File: src/rtl/mario_motion.sv
// Per-frame motion controller for the Mario sprite: walking, jumping, falling,
// ladder climbing and the death/respawn sequence, with outputs registered.
module mario_motion #(
  parameter int WALK_STEP  = 2,
  parameter int CLIMB_STEP = 2,
  parameter int JUMP_V     = 12,
  parameter int GRAVITY    = 1,
  parameter int MAX_FALL   = 8,
  parameter int DIE_TICKS  = 60,
  parameter int START_X    = 80,
  parameter int START_Y    = 390
) (
  input  logic       clk,
  input  logic       rst,
  input  logic       tick,
  input  logic       btn_left,
  input  logic       btn_right,
  input  logic       btn_up,
  input  logic       btn_down,
  input  logic       btn_jump,
  input  logic       on_floor,
  input  logic       on_ladder,
  input  logic       hit,
  output logic [9:0] posX,
  output logic [8:0] posY,
  output logic [2:0] state,
  output logic       respawn
);

  localparam int MIN_X = 80;
  localparam int MAX_X = 560;
  localparam int MIN_Y = 90;
  localparam int MAX_Y = 390;
  localparam int CNT_W = $clog2(DIE_TICKS + 1);

  localparam logic signed [5:0] JUMP_VY  = 6'(-JUMP_V);
  localparam logic signed [5:0] GRAV_VY  = 6'(GRAVITY);
  localparam logic signed [5:0] FALL_MAX = 6'(MAX_FALL);

  typedef enum logic [2:0] {
    ST_INITIAL  = 3'b000,
    ST_FLYING   = 3'b001,
    ST_JUMPING  = 3'b010,
    ST_WALKING  = 3'b011,
    ST_STANDING = 3'b100,
    ST_DYING    = 3'b101,
    ST_CLAMPING = 3'b110
  } state_t;

  state_t            state_q, state_d;
  logic [9:0]        x_q, x_d;
  logic [8:0]        y_q, y_d;
  logic signed [5:0] vy_q, vy_d;
  logic [CNT_W-1:0]  cnt_q, cnt_d;
  logic              respawn_q, respawn_d;
  logic              armed;

  function automatic logic [9:0] clamp_x(input logic signed [10:0] v);
    if (v < 11'(MIN_X))      clamp_x = 10'(MIN_X);
    else if (v > 11'(MAX_X)) clamp_x = 10'(MAX_X);
    else                     clamp_x = v[9:0];
  endfunction

  function automatic logic [8:0] clamp_y(input logic signed [9:0] v);
    if (v < 10'(MIN_Y))      clamp_y = 9'(MIN_Y);
    else if (v > 10'(MAX_Y)) clamp_y = 9'(MAX_Y);
    else                     clamp_y = v[8:0];
  endfunction

  // Shared datapath: candidate positions and velocities for every state.
  logic                one_dir;
  logic signed [10:0]  x_base, x_sum;
  logic signed [9:0]   y_base, y_fall, y_climb;
  logic signed [5:0]   vy_grav, vy_fly;
  logic [9:0]          x_steer;

  assign one_dir = btn_left ^ btn_right;
  assign x_base  = $signed({1'b0, x_q});
  assign x_sum   = btn_right ? x_base + 11'(WALK_STEP) : x_base - 11'(WALK_STEP);
  assign x_steer = clamp_x(x_sum);
  assign y_base  = $signed({1'b0, y_q});
  assign y_fall  = y_base + 10'(vy_q);
  assign y_climb = btn_up ? y_base - 10'(CLIMB_STEP) : y_base + 10'(CLIMB_STEP);
  assign vy_grav = vy_q + GRAV_VY;
  assign vy_fly  = (vy_grav > FALL_MAX) ? FALL_MAX : vy_grav;

  // The first edge after reset release only arms the block, so a tick there is dropped.
  always_ff @(posedge clk or posedge rst) begin
    if (rst) armed <= 1'b0;
    else     armed <= 1'b1;
  end

  always_comb begin
    // NOTE: every output of this block gets a default first so no path can infer a latch.
    state_d   = state_q;
    x_d       = x_q;
    y_d       = y_q;
    vy_d      = vy_q;
    cnt_d     = cnt_q;
    respawn_d = 1'b0;

    if (tick && armed) begin
      if (hit && state_q != ST_INITIAL && state_q != ST_DYING) begin
        state_d = ST_DYING;
        cnt_d   = '0;
      end else begin
        unique case (state_q)
          ST_INITIAL: state_d = ST_STANDING;

          ST_STANDING, ST_WALKING: begin
            if (btn_jump && on_floor) begin
              state_d = ST_JUMPING;
              vy_d    = JUMP_VY;
            end else if (state_q == ST_STANDING && btn_up && on_ladder) begin
              state_d = ST_CLAMPING;
            end else if (!on_floor) begin
              state_d = ST_FLYING;
              vy_d    = '0;
            end else if (one_dir) begin
              state_d = ST_WALKING;
              x_d     = x_steer;
            end else begin
              state_d = ST_STANDING;
            end
          end

          ST_JUMPING: begin
            y_d = clamp_y(y_fall);
            if (one_dir) x_d = x_steer;
            if (y_fall <= 10'(MIN_Y)) begin
              vy_d    = '0;
              state_d = ST_FLYING;
            end else begin
              vy_d = vy_grav;
              if (!vy_grav[5]) state_d = ST_FLYING;
            end
          end

          ST_FLYING: begin
            y_d  = clamp_y(y_fall);
            vy_d = vy_fly;
            if (one_dir) x_d = x_steer;
            // Landing uses the velocity that carried us this tick, not the updated one.
            if ((on_floor && vy_q > 6'sd0) || y_fall >= 10'(MAX_Y)) begin
              state_d = ST_STANDING;
              vy_d    = '0;
            end
          end

          ST_CLAMPING: begin
            if (!on_ladder) begin
              state_d = on_floor ? ST_STANDING : ST_FLYING;
              vy_d    = '0;
            end else if (btn_up ^ btn_down) begin
              y_d = clamp_y(y_climb);
            end
          end

          ST_DYING: begin
            if (cnt_q == CNT_W'(DIE_TICKS - 1)) begin
              state_d   = ST_INITIAL;
              x_d       = 10'(START_X);
              y_d       = 9'(START_Y);
              vy_d      = '0;
              cnt_d     = '0;
              respawn_d = 1'b1;
            end else begin
              cnt_d = cnt_q + CNT_W'(1);
            end
          end

          default: state_d = ST_INITIAL;
        endcase
      end
    end
  end

  // NOTE: state registers use non-blocking assignments so all flops update from pre-edge values.
  always_ff @(posedge clk or posedge rst) begin
    if (rst) begin
      state_q   <= ST_INITIAL;
      x_q       <= 10'(START_X);
      y_q       <= 9'(START_Y);
      vy_q      <= '0;
      cnt_q     <= '0;
      respawn_q <= 1'b0;
    end else begin
      state_q   <= state_d;
      x_q       <= x_d;
      y_q       <= y_d;
      vy_q      <= vy_d;
      cnt_q     <= cnt_d;
      respawn_q <= respawn_d;
    end
  end

  assign posX    = x_q;
  assign posY    = y_q;
  assign state   = state_q;
  assign respawn = respawn_q;

endmodule

File: config.mk
export PLATFORM = sky130hd
export DESIGN_NAME = mario_motion
export DESIGN_NICKNAME = d
export VERILOG_FILES = /design/src/rtl/mario_motion.sv
export SDC_FILE = /design/constraint.sdc
export NUM_CORES = 1
export LEC_CHECK = 0
export BUFFER_PORTS_ARGS = -buffer_cell sky130_fd_sc_hd__buf_4
export CORE_MARGIN = 2
export CORE_UTILIZATION = 25
export DETAILED_ROUTE_END_ITERATION = 10
export SYNTH_ARGS = -nofsm -noshare
export SYNTH_HDL_FRONTEND = slang
export SYNTH_SLANG_ARGS = --single-unit
File: constraint.sdc
create_clock -name clk -period 3.2 [get_ports clk]
set_input_delay 0.48 -clock clk [delete_from_list [all_inputs] [get_ports clk]]
set_output_delay 0.48 -clock clk [all_outputs]
set_load 0.01 [all_outputs]
==> results.ini <==
[status]
status = complete, no violations

[sta]
max_freq_mhz = 320.7
slew_viol_final = 0
hold_viol = 0
max_slew_margin_pct = 53.44
worst_pin_slew_ns = 0.6977
min_period_ns = 3.118
final-setup-viol-count = 0
min_period_over_period_pct = 97.43
finalSetupTns_ns = 0
holdWs_ns = 0.3106
fin_skew_ns = 0.004240

[synth]
ys_warn_count = 0
synth_edf_count = 0
ys_ff_latch = 35
syn_inst = 471
synth.distinct_cells = 87
synth_nets = 515
yosysMostFrequentCell = nand2_1
synthesis.area_sq_um = 3836
synth_top_area_cell = dfrtp_1
yosysTopAreaCellShare_pct = 18.92
async_flop_share_pct = 100.0
yosysSeqAreaShare_pct = 23.03
yosys-top-cells-area = dfrtp_1 (19%), ha_1 (9.8%), o21ai_0 (5.0%)
avgSynthCellArea_sq_um = 8.145
yosys-top-cells-count = nand2_1 (44), o21ai_0 (38), nor2_1 (34)
synth_flop_cell = dfrtp_1

[min_path]
hold_path.class = in -> async

[power_and_ir_drop]
leakagePower_nw = 2.068
vdd_drop_max_mv = 0.4064
power_density_nw_per_um2 = 1178

[worst_setup_path]
rr_worst_depth = 10
r2r-end = state[1]$_DFFE_PP0P_
crit_type = reg -> reg
timing.rr.start = posY[1]$_DFFE_PP1P_
cp-end-kind = flip-flop
arrival_ns = 3.28
worstPathRequired_ns = 3.37
start_kind = flip-flop
ff2ff_setup_slack_ns = 0.08
critical_path_peak_fanout = 8

[cells_and_area]
fillers = 1631
finalCoreUtilization_pct = 31.54
diodes = 0
syn2layout_area_growth_pct = 24.07
nets = 576
design_area_sq_um = 4760
drive_gt1_share_pct = 21.95

[die]
die_w_um = 127.9
rows = 45
initial_utilization_pct = 25.42
core_sq_um = 15090
ioPinCount = 34
fp.dieH_um = 127.9
fp.dieArea_sq_um = 16350

[placed_design]
dp_hpwl_mm = 8.844
place_congestion = 0.8786
io_buffers = 32
dpl_cell_area_sq_um = 4494

[detailed_routing]
first_pass_iters = 5
final_antenna_net_count = 0
vias_per_cell = 5.283
drt_iter0_drc = 190
wirelength_mm = 11.18
drc = 0
post_drt_wl_per_cell_um = 15.51
dr_total_vias = 3809

[clock_tree]
cts_tree = built
cts_buffer_depth = 2
clkTransAtPathRegs_ns = 0.06
cts_buffers = 5
root_buffer = clkbuf_16
htree_levels = 2
clock_latency_ns = 0.28
cts.sinks = 35

[global_route]
grt_pass1_wl_mm = 18.40
grt_max_degree = 36
grt_util_all_layers_pct = 13.64
antenna_found_initial = 0
gr-total-overflow = 0
grt_pass1_vias = 3808

[run]
maxCapViolations = 0

-- worst max-delay path, stage by stage, from the launching register on --
cell and delay [ns]:
dfstp_2 0.64, ha_1 0.28, a211o_1 0.36, and2_4 0.18
a2111o_1 0.35, nand3_1 0.16, nand4_1 0.12, buf_4 0.18
a21oi_2 0.21, o311ai_4 0.16, a221o_1 0.37
-- per-stage QoR --
| step | setup WS [ns] | cells | power, mW |
|---|---|---|---|
| 5_1_grt | -0.03183 | 721 | 6.095 |
| 4_1_cts | 0.02957 | 718 | 5.406 |
| 3_5_place_dp | 0.03197 | 710 | 4.798 |
| 3_3_place_gp | 0.1134 | 710 | 4.721 |
| 6_report | 0.08217 | 721 | 5.605 |
| 2_1_floorplan | 0.2246 | 471 | 3.573 |
-- area by class of cell --
| cell class | instances | area (sq um) | area share [%] |
|---|---|---|---|
| Sequential cell | 35 | 883.3 | 18.56 |
| Multi-Input combinational cell | 396 | 2860 | 60.09 |
| Tap cell | 188 | 235.2 | 4.942 |
| Inverter | 25 | 93.84 | 1.972 |
| Clock inverter | 3 | 43.79 | 0.9201 |
| Timing Repair Buffer | 69 | 518.0 | 10.88 |
| Clock buffer | 5 | 125.1 | 2.629 |
-- worst max-delay path by stage --
stage | startpoint | end | slack (ns)
after global placement | posY[0]$_DFFE_PP0P_ | state[2]$_DFFE_PP0P_ | 0.11
after floorplan | posY[0]$_DFFE_PP0P_ | state[2]$_DFFE_PP0P_ | 0.22
final | posY[1]$_DFFE_PP1P_ | state[1]$_DFFE_PP0P_ | 0.08
after CTS | posY[1]$_DFFE_PP1P_ | state[1]$_DFFE_PP0P_ | 0.03
after detailed placement | posY[1]$_DFFE_PP1P_ | state[1]$_DFFE_PP0P_ | 0.03
after global routing | posY[3]$_DFFE_PP0P_ | state[2]$_DFFE_PP0P_ | -0.03
-- power by group --
group          internal [mW]  switching [mW]
combinational           1.81            2.37
clock                  0.368           0.208
sequential             0.628           0.222
total                   2.80            2.80
-- routing by layer --
metal / vias to the layer above / wire [um] / part of all wire (%) / global-route usage [%]
met5: - / 0 / 0 / 0
met4: 0 / 129 / 1.2 / 2.780
met3: 10 / 332 / 3.0 / 1.962
met2: 68 / 5351 / 48 / 23.21
met1: 1845 / 5369 / 48 / 18.44
li1: 1886 / - / - / -
-- kinds of logic (layout without fill, tap and decap cells) --
group                    after synthesis  in the layout  share of synthesized area (%)
other                                  2              2                         0.1958
adder cells (fa/ha/maj)               34             34                          11.61
flip-flops                            35             35                          23.03
multiplexers                           5              5                          1.402
AND/OR/NAND/NOR                      173            173                          23.45
XOR/XNOR                              22             22                          5.023
AO/OA/AOI/OAI                        160            160                          30.95
buffers and inverters                 40            102                          4.338
-- state kept, by name, summed over array words and instances (netlist names) --
name / flops
posY: 9
cnt_q: 6
vy_q: 6
respawn: 1
state: 3
armed: 1
posX: 9
-- cell usage in the layout, fill, tap and decap left out, types with 7 or more instances in the layout --
master	synthesis	final
o21ai_0	38	37
a21oi_1	27	25
nand2_1	44	44
ha_1	30	30
xnor2_1	13	12
nor2b_1	12	12
a21o_1	8	8
nor3_1	12	11
nand2b_1	8	8
buf_4	2	69
dfrtp_1	29	29
xor2_1	9	8
o31ai_1	7	7
nor2_1	34	34
nand3_1	15	15
inv_1	25	25
-- repair_timing --
action,CTS,global route
gates resized for setup,0,13
buffers inserted,0,3
hold buffers,0,0
setup endpoints to repair,0,16
No activity file was read; power rests on OpenSTA's default activity.
